--- src/rtl/gray_pkg.sv ---
// Shared Gray-code helpers for the dual-clock FIFO pointers.
// Functions operate on a zero-extended MAX_W vector, so one definition serves every width.
package gray_pkg;

  localparam int GRAY_DEFAULT_WIDTH = 4;
  localparam int MAX_W              = 32;

  function automatic logic [MAX_W-1:0] bin2gray(input logic [MAX_W-1:0] bin);
    return bin ^ (bin >> 1);
  endfunction

  // Upper bits of a narrower value are zero, so the prefix XOR from the top is exact.
  function automatic logic [MAX_W-1:0] gray2bin(input logic [MAX_W-1:0] gray);
    logic [MAX_W-1:0] bin;
    bin[MAX_W-1] = gray[MAX_W-1];
    for (int i = MAX_W - 2; i >= 0; i--) begin
      bin[i] = bin[i+1] ^ gray[i];
    end
    return bin;
  endfunction

endpackage

--- src/rtl/gray_counter.sv ---
// Free-running Gray-code pointer with enable, synchronous active-low clear and wrap pulse.
// All outputs come straight from flops so the Gray value can be sampled in another domain.
module gray_counter
  import gray_pkg::*;
#(
  parameter int COUNTER_WIDTH = GRAY_DEFAULT_WIDTH
) (
  input  logic                     Clk,
  input  logic                     Clear_in,
  input  logic                     Enable_in,
  output logic [COUNTER_WIDTH-1:0] GrayCount_out,
  output logic [COUNTER_WIDTH-1:0] BinaryCount_out,
  output logic                     Wrap_out
);

  localparam int W = COUNTER_WIDTH;

  generate
    if (W < 2 || W > MAX_W) begin : g_bad_width
      $error("gray_counter: COUNTER_WIDTH must be in 2..MAX_W");
    end
  endgenerate

  logic [W-1:0] bin_q, bin_d;
  logic [W-1:0] gray_q, gray_d;
  logic         wrap_q, wrap_d;

  always_comb begin
    bin_d  = bin_q + 1'b1;
    gray_d = W'(bin2gray(MAX_W'(bin_d)));
    // Stepping from the all-ones binary count is the step back to Gray zero.
    wrap_d = &bin_q;
  end

  always_ff @(posedge Clk) begin
    if (!Clear_in) begin
      bin_q  <= '0;
      gray_q <= '0;
      wrap_q <= 1'b0;
    end else if (Enable_in) begin
      bin_q  <= bin_d;
      gray_q <= gray_d;
      wrap_q <= wrap_d;
    end else begin
      wrap_q <= 1'b0;
    end
  end

  assign GrayCount_out   = gray_q;
  assign BinaryCount_out = bin_q;
  assign Wrap_out        = wrap_q;

endmodule

--- config.mk ---
export PLATFORM = sky130hd
export DESIGN_NAME = gray_counter
export DESIGN_NICKNAME = d
export VERILOG_FILES = /design/src/rtl/gray_pkg.sv /design/src/rtl/gray_counter.sv
export SDC_FILE = /design/constraint.sdc
export NUM_CORES = 1
export LEC_CHECK = 0
export ABC_AREA = 1
export BUFFER_PORTS_ARGS = -buffer_cell sky130_fd_sc_hd__buf_4
export CORE_AREA = 2 2 39 41
export DETAILED_ROUTE_END_ITERATION = 10
export DIE_AREA = 0 0 41 43
export SLEW_MARGIN = 10
export SYNTH_ARGS = -nofsm -noshare
export SYNTH_HDL_FRONTEND = slang
export SYNTH_SLANG_ARGS = --single-unit
export TNS_END_PERCENT = 5
--- constraint.sdc ---
create_clock -name Clk -period 1.15 [get_ports Clk]
set_input_delay 0.0575 -clock Clk [delete_from_list [all_inputs] [get_ports Clk]]
set_output_delay 0.0575 -clock Clk [all_outputs]
set_load 0.005 [all_outputs]
==> impl_metrics.env, run 1 <==
export IMPL_critPathMaxFanout=3
export IMPL_yosysSeqAreaShare_pct=41.56
export IMPL_timing_critical_path_from="BinaryCount_out[0]"
export IMPL_cts_tree="done"
export IMPL_cts_buffers=3
export IMPL_crit_chain="ha_1 -> inv_1 -> nand2_2 -> nand3_2 -> nand2_1 -> a21oi_1 -> nor2_1"
export IMPL_num_rows=14
export IMPL_synth_top_area_share_pct=41.56
export IMPL_num_vias=388
export IMPL_first_iter_violations=8
export IMPL_layout_common_cells="16 x nand2_1, 13 x buf_4, 8 x dfxtp_1"
export IMPL_hold_violations=0
export IMPL_p_total_mw=0.6022
export IMPL_cap_violations=0
export IMPL_dp_hpwl_microns=592.4
export IMPL_p_leak_nw=0.2489
export IMPL_syn_nets=59
export IMPL_die_x_microns=41
export IMPL_clk_pin_slew_ns=0.06
export IMPL_final_max_slew_viol_count=0
export IMPL_ant_nets=0
export IMPL_met3_usage_pct=9.424
export IMPL_synth_seq_cells=8
export IMPL_wire_per_inst_microns=9.365
export IMPL_slowest_stage="dfxtp_1"
export IMPL_remaining_drc_errors=0
export IMPL_holdBufCountCts=0
export IMPL_use_met2_pct=15.94
export IMPL_area_delta_synth_final_pct=32.47
export IMPL_crit_required_ns=1.31
export IMPL_gr_usage_all_layers_pct=11.68
export IMPL_power_density_mw_per_mm2=1180
export IMPL_clockBufferDepth=2
export IMPL_critical_path_class="flip-flop to flip-flop"
export IMPL_vias_per_cell=4.565
export IMPL_clkLatencyLatePin_ns=0.26
export IMPL_avgSynthCellArea_sq_um=7.007
export IMPL_fin_skew_ns=0.004908
export IMPL_holdCritStartpoint="Clear_in"
export IMPL_grt_max_degree=9
export IMPL_max_freq_mhz=931.2
export IMPL_ys_top_cells_by_area="dfxtp_1 42%, nand2_1 16%, inv_1 6.8%"
export IMPL_slew_headroom_pct=86.28
export IMPL_drive_gt1_share_pct=31.88
export IMPL_cts_resized=0
export IMPL_cp_arrival_ns=1.23
export IMPL_firstDrtPassIters=4
export IMPL_tightestPinTransition_ns=0.2039
export IMPL_ir_drop_mv=0.5110
export IMPL_period_needed_ns=1.074
export IMPL_synth_top_area_cell="dfxtp_1"
export IMPL_status="finished clean"
export IMPL_num_fill_cells=156
export IMPL_cpPeakStageDelay_ns=0.31
export IMPL_cts_setup_buffers=0
export IMPL_port_buffers=11
export IMPL_netlist_area_sq_um=385.4
export IMPL_io_pins=12
export IMPL_grt_busiest_layer="met2"
export IMPL_layout_commonest_cell="nand2_1"
export IMPL_start_util_pct=27.85
export IMPL_grt_first_pass_wirelength_microns=1311
export IMPL_crit_path_start_kind="flip-flop"
export IMPL_die_height_microns=43
export IMPL_grt_use_met1_pct=12.34
export IMPL_overflow=0
export IMPL_yosysWarnings=0
export IMPL_clkSinkCount=8
export IMPL_place_inst=82
export IMPL_wl_microns=796
export IMPL_tns_ns=0
export IMPL_synthCells=55
export IMPL_r2r_start="BinaryCount_out[0]"
export IMPL_fin_nets=75
export IMPL_synthDistinctLibCells=15
export IMPL_grt_pass1_vias=336
export IMPL_setup_viol=0
export IMPL_core_sq_mm=0.001384
export IMPL_cts_root_buf="clkbuf_4"
export IMPL_rsz0062_at_grt="no"
export IMPL_post_route_period_util_pct=93.38
export IMPL_die_area_sq_mm=0.001763
export IMPL_critPathCaptureType="flip-flop"
export IMPL_place_congestion=0.7858
export IMPL_fin_cells=85
export IMPL_antenna_found_initial=0
export IMPL_hold_class="input pin to flip-flop"
export IMPL_h_tree_depth=1
export IMPL_diodes=0
[per-layer routing]
metal	wire length, microns	up-vias
li1	-	201
met2	343	13
met1	374	171
met3	70	3
met4	8	0
met5	0	-
[flip-flops by register name (all words and copies together) (netlist names)]
name,cells
GrayCount_out,3
BinaryCount_out,4
Wrap_out,1
[cell usage after synthesis, drive strengths merged]
master,n
nand2,19
a31oi,1
nor4,1
ha,1
nand4,1
a21oi,5
buf,2
dfxtp,8
o21ai,1
nor2,3
nand3,4
inv,9
[final cells by class]
class                           instances  area [sq um]  area share, %
Multi-Input combinational cell         36         176.4          34.56
Sequential cell                         8         160.2          31.37
Timing Repair Buffer                   13         97.59          19.12
Inverter                                9         33.78          6.618
Clock buffer                            3         22.52          4.412
Tap cell                               16         20.02          3.922
[stage by stage]
| step | cell area (sq um) | hold WS, ns | util, % | setup WS (ns) |
|---|---|---|---|---|
| floorplan | 385.4 | 0.1833 | - | 0.07935 |
| global placement | 488.0 | 0.3137 | 35.26 | 0.1179 |
| detailed placement | 488.0 | 0.3200 | 35.26 | 0.07854 |
| CTS | 510.5 | 0.04076 | 36.89 | 0.08374 |
| global route | 510.5 | 0.05485 | 36.89 | 0.002197 |
| finish | 510.5 | 0.04762 | 36.89 | 0.07617 |
[kinds of logic after synthesis]
kind of cell               Yosys count  share of synthesized area (%)
AOI/OAI and AO/OA                    7                          9.414
adders and majority gates            1                          3.246
and+or+nand+nor                     28                          33.12
DFF                                  8                          41.56
buffers and inverters               11                          12.66
[critical path, delay by kind of cell (launching register included)]
kind                     cells  cell delay (ns)
flip-flops                   1             0.31
buffers and inverters        1             0.07
adder cells (fa/ha/maj)      1             0.21
AO/OA/AOI/OAI                1             0.13
AND/OR/NAND/NOR              4             0.26
[power breakdown]
group	leakage (nW)	total [mW]	switching [mW]	internal, mW
clock network	0.0138	0.219	0.0994	0.120
registers	0.0653	0.296	0.00629	0.290
logic	0.170	0.0869	0.0458	0.0411
total	0.249	0.602	0.151	0.451
[worst paths after layout]
path	endpoint	slack [ns]	cells after the start
worst min-delay path	GrayCount_out[2]	0.05	3
worst max register to register	GrayCount_out[2]	0.08	7
worst max-delay path	GrayCount_out[2]	0.08	7
worst min register to register	GrayCount_out[0]	0.49	2
Power figures use the tool's default switching activity.
==> run 2, diff against run 1 <==
- ABC_AREA: 1 -> 0
==> run 2 against run 1 <==
- sequential share of layout area shrank 0.49 points
- largest power group unchanged
- sequential power grew 4%
- die area stayed put
- power increased by 8.6%
- setup slack better by 0.0036 ns
- maximum frequency is 0.34% higher
- clock power decreased by 3%
- non-clock buffer count increased by 2
- combinational power rose by 53%
- core utilization grew 1.2 points
- register-to-register slack hardly changed
==> impl_metrics.env, run 2 <==
export IMPL_status="finished clean"
export IMPL_firstDrtPassIters=2
export IMPL_place_inst=66
export IMPL_core_sq_mm=0.001384
export IMPL_switchingPower_mw=0.1606
export IMPL_clkLatencyLatePin_ns=0.25
export IMPL_p_int_mw=0.4935
export IMPL_pre_cts_ws_ns=0.07741
export IMPL_grt_pass1_vias=239
export IMPL_remaining_drc_errors=0
export IMPL_netlist_area_sq_um=369.1
export IMPL_synth_top_area_share_pct=43.39
export IMPL_num_rows=14
export IMPL_avgSynthCellArea_sq_um=9.976
export IMPL_critPathMaxFanout=3
export IMPL_ys_top_cells_by_area="dfxtp_1 43%, xnor2_1 12%, xor2_1 7.1%"
export IMPL_ant_nets=0
export IMPL_p_clk_share_pct=32.6
export IMPL_slew_headroom_pct=91.37
export IMPL_largest_register_ff_count=4
export IMPL_clk_pin_slew_ns=0.05
export IMPL_num_vias=279
export IMPL_wire_per_inst_microns=9.638
export IMPL_critPathCaptureType="flip-flop"
export IMPL_setup_viol=0
export IMPL_yosysSeqAreaShare_pct=43.39
export IMPL_post_route_util_pct=38.07
export IMPL_cap_violations=0
export IMPL_fin_area_sq_um=526.8
export IMPL_async_flop_share_pct=0
export IMPL_clockBufferDepth=2
export IMPL_crit_path_start_kind="flip-flop"
export IMPL_tightestPinTransition_ns=0.1259
export IMPL_synthDistinctLibCells=16
export IMPL_port_buffers=11
export IMPL_synth_seq_cells=8
export IMPL_gr_usage_all_layers_pct=8.945
export IMPL_start_util_pct=26.67
export IMPL_critical_path_class="flip-flop to flip-flop"
export IMPL_crit_required_ns=1.29
export IMPL_first_iter_violations=1
export IMPL_cts_buffers=3
export IMPL_cts_resized=0
export IMPL_diodes=0
export IMPL_die_height_microns=43
export IMPL_grt_max_degree=10
export IMPL_io_pins=12
export IMPL_cts_root_buf="clkbuf_4"
export IMPL_synthFlopType="dfxtp_1"
export IMPL_power_frac_seq_pct=47.0
export IMPL_fin_cells=69
export IMPL_p_total_mw=0.6542
export IMPL_synth_top_area_cell="dfxtp_1"
export IMPL_overflow=0
export IMPL_holdBufCountCts=0
export IMPL_pwr_share_comb_pct=20.4
export IMPL_place_congestion=0.6825
export IMPL_period_needed_ns=1.070
export IMPL_area_delta_synth_final_pct=42.71
export IMPL_synth_edf_count=0
export IMPL_clkSinkCount=8
export IMPL_hold_violations=0
export IMPL_grt_first_pass_wirelength_microns=979
export IMPL_yosysMostFrequentCell="dfxtp_1"
export IMPL_setup_ws_ns=0.07975
export IMPL_power_density_mw_per_mm2=1242
export IMPL_h_tree_depth=1
export IMPL_syn_nets=41
export IMPL_placed_cell_area_sq_um=504.2
export IMPL_p_leak_nw=0.2317
export IMPL_ir_drop_mv=0.3242
export IMPL_layout_commonest_cell="buf_4"
export IMPL_rsz0062_at_grt="no"
export IMPL_wl_microns=665
export IMPL_synthCells=37
export IMPL_rrSetupSlack_ns=0.08
export IMPL_tns_ns=0
export IMPL_hold_class="input pin to flip-flop"
export IMPL_cts_setup_buffers=0
export IMPL_layout_common_cells="15 x buf_4, 6 x dfxtp_1, 5 x xnor2_1"
export IMPL_die_area_sq_mm=0.001763
export IMPL_yosysWarnings=0
export IMPL_antenna_found_initial=0
export IMPL_die_x_microns=41
export IMPL_vias_per_cell=4.043
export IMPL_drive_gt1_share_pct=41.51
export IMPL_sw_frac_of_total_pct=24.55
export IMPL_yosys_top_cells_count="8 x dfxtp_1, 5 x xnor2_1, 3 x and2_1, 3 x nand2_1, 3 x xor2_1"
export IMPL_cts_tree="done"
export IMPL_fin_skew_ns=0.001062
export IMPL_num_fill_cells=142
export IMPL_final_max_slew_viol_count=0
export IMPL_cp_arrival_ns=1.21
export IMPL_fin_nets=59
export IMPL_max_freq_mhz=934.4
export IMPL_post_route_period_util_pct=93.06
export IMPL_timing_hold_ws_ns=0.08755
-- run 2: kinds of logic after synthesis --
family,after synthesis,share of synthesized area (%)
and+or+nand+nor,13,19.66
xor gates and xnor gates,8,18.98
DFF,8,43.39
AOI/OAI and AO/OA,3,5.763
buffers and inverters,2,3.389
muxes,2,5.424
adders and majority gates,1,3.389
-- run 2: final timing paths --
| kind | startpoint | endpoint | depth (start not counted) |
|---|---|---|---|
| max | BinaryCount_out[1] | GrayCount_out[1] | 4 |
| min | Clear_in | BinaryCount_out[3] | 2 |
| max reg2reg | BinaryCount_out[1] | GrayCount_out[1] | 4 |
| min reg2reg | GrayCount_out[1] | GrayCount_out[1] | 2 |
-- run 2: cell type report --
cell class,count,area (sq um),area share [%]
Multi-Input combinational cell,27,209.0,39.67
Sequential cell,8,162.7,30.88
Timing Repair Buffer,15,112.6,21.38
Clock buffer,3,22.52,4.276
Tap cell,16,20.02,3.800
-- run 2: per-layer routing --
layer  routed length [microns]  track usage, %  vias up
met1                       331           10.97      116
met3                        40           3.141        2
met4                        12           10.00        0
met2                       281           10.63        8
li1                          -               -      153
met5                         0               0        -
-- run 2: worst max-delay path: stages, from the launching register on --
cell	delay [ns]
dfxtp_2	0.33
ha_4	0.28
xor2_1	0.16
xnor2_1	0.13
o21ai_1	0.06
-- run 2: power groups by stage --
stage          clock [mW]  sequential [mW]  combinational, mW
6_report            0.213            0.308              0.133
5_1_grt             0.236            0.310              0.148
4_1_cts             0.226            0.308              0.135
3_5_place_dp            0            0.314              0.134
3_3_place_gp            0            0.313              0.134
2_1_floorplan           0            0.323             0.0702
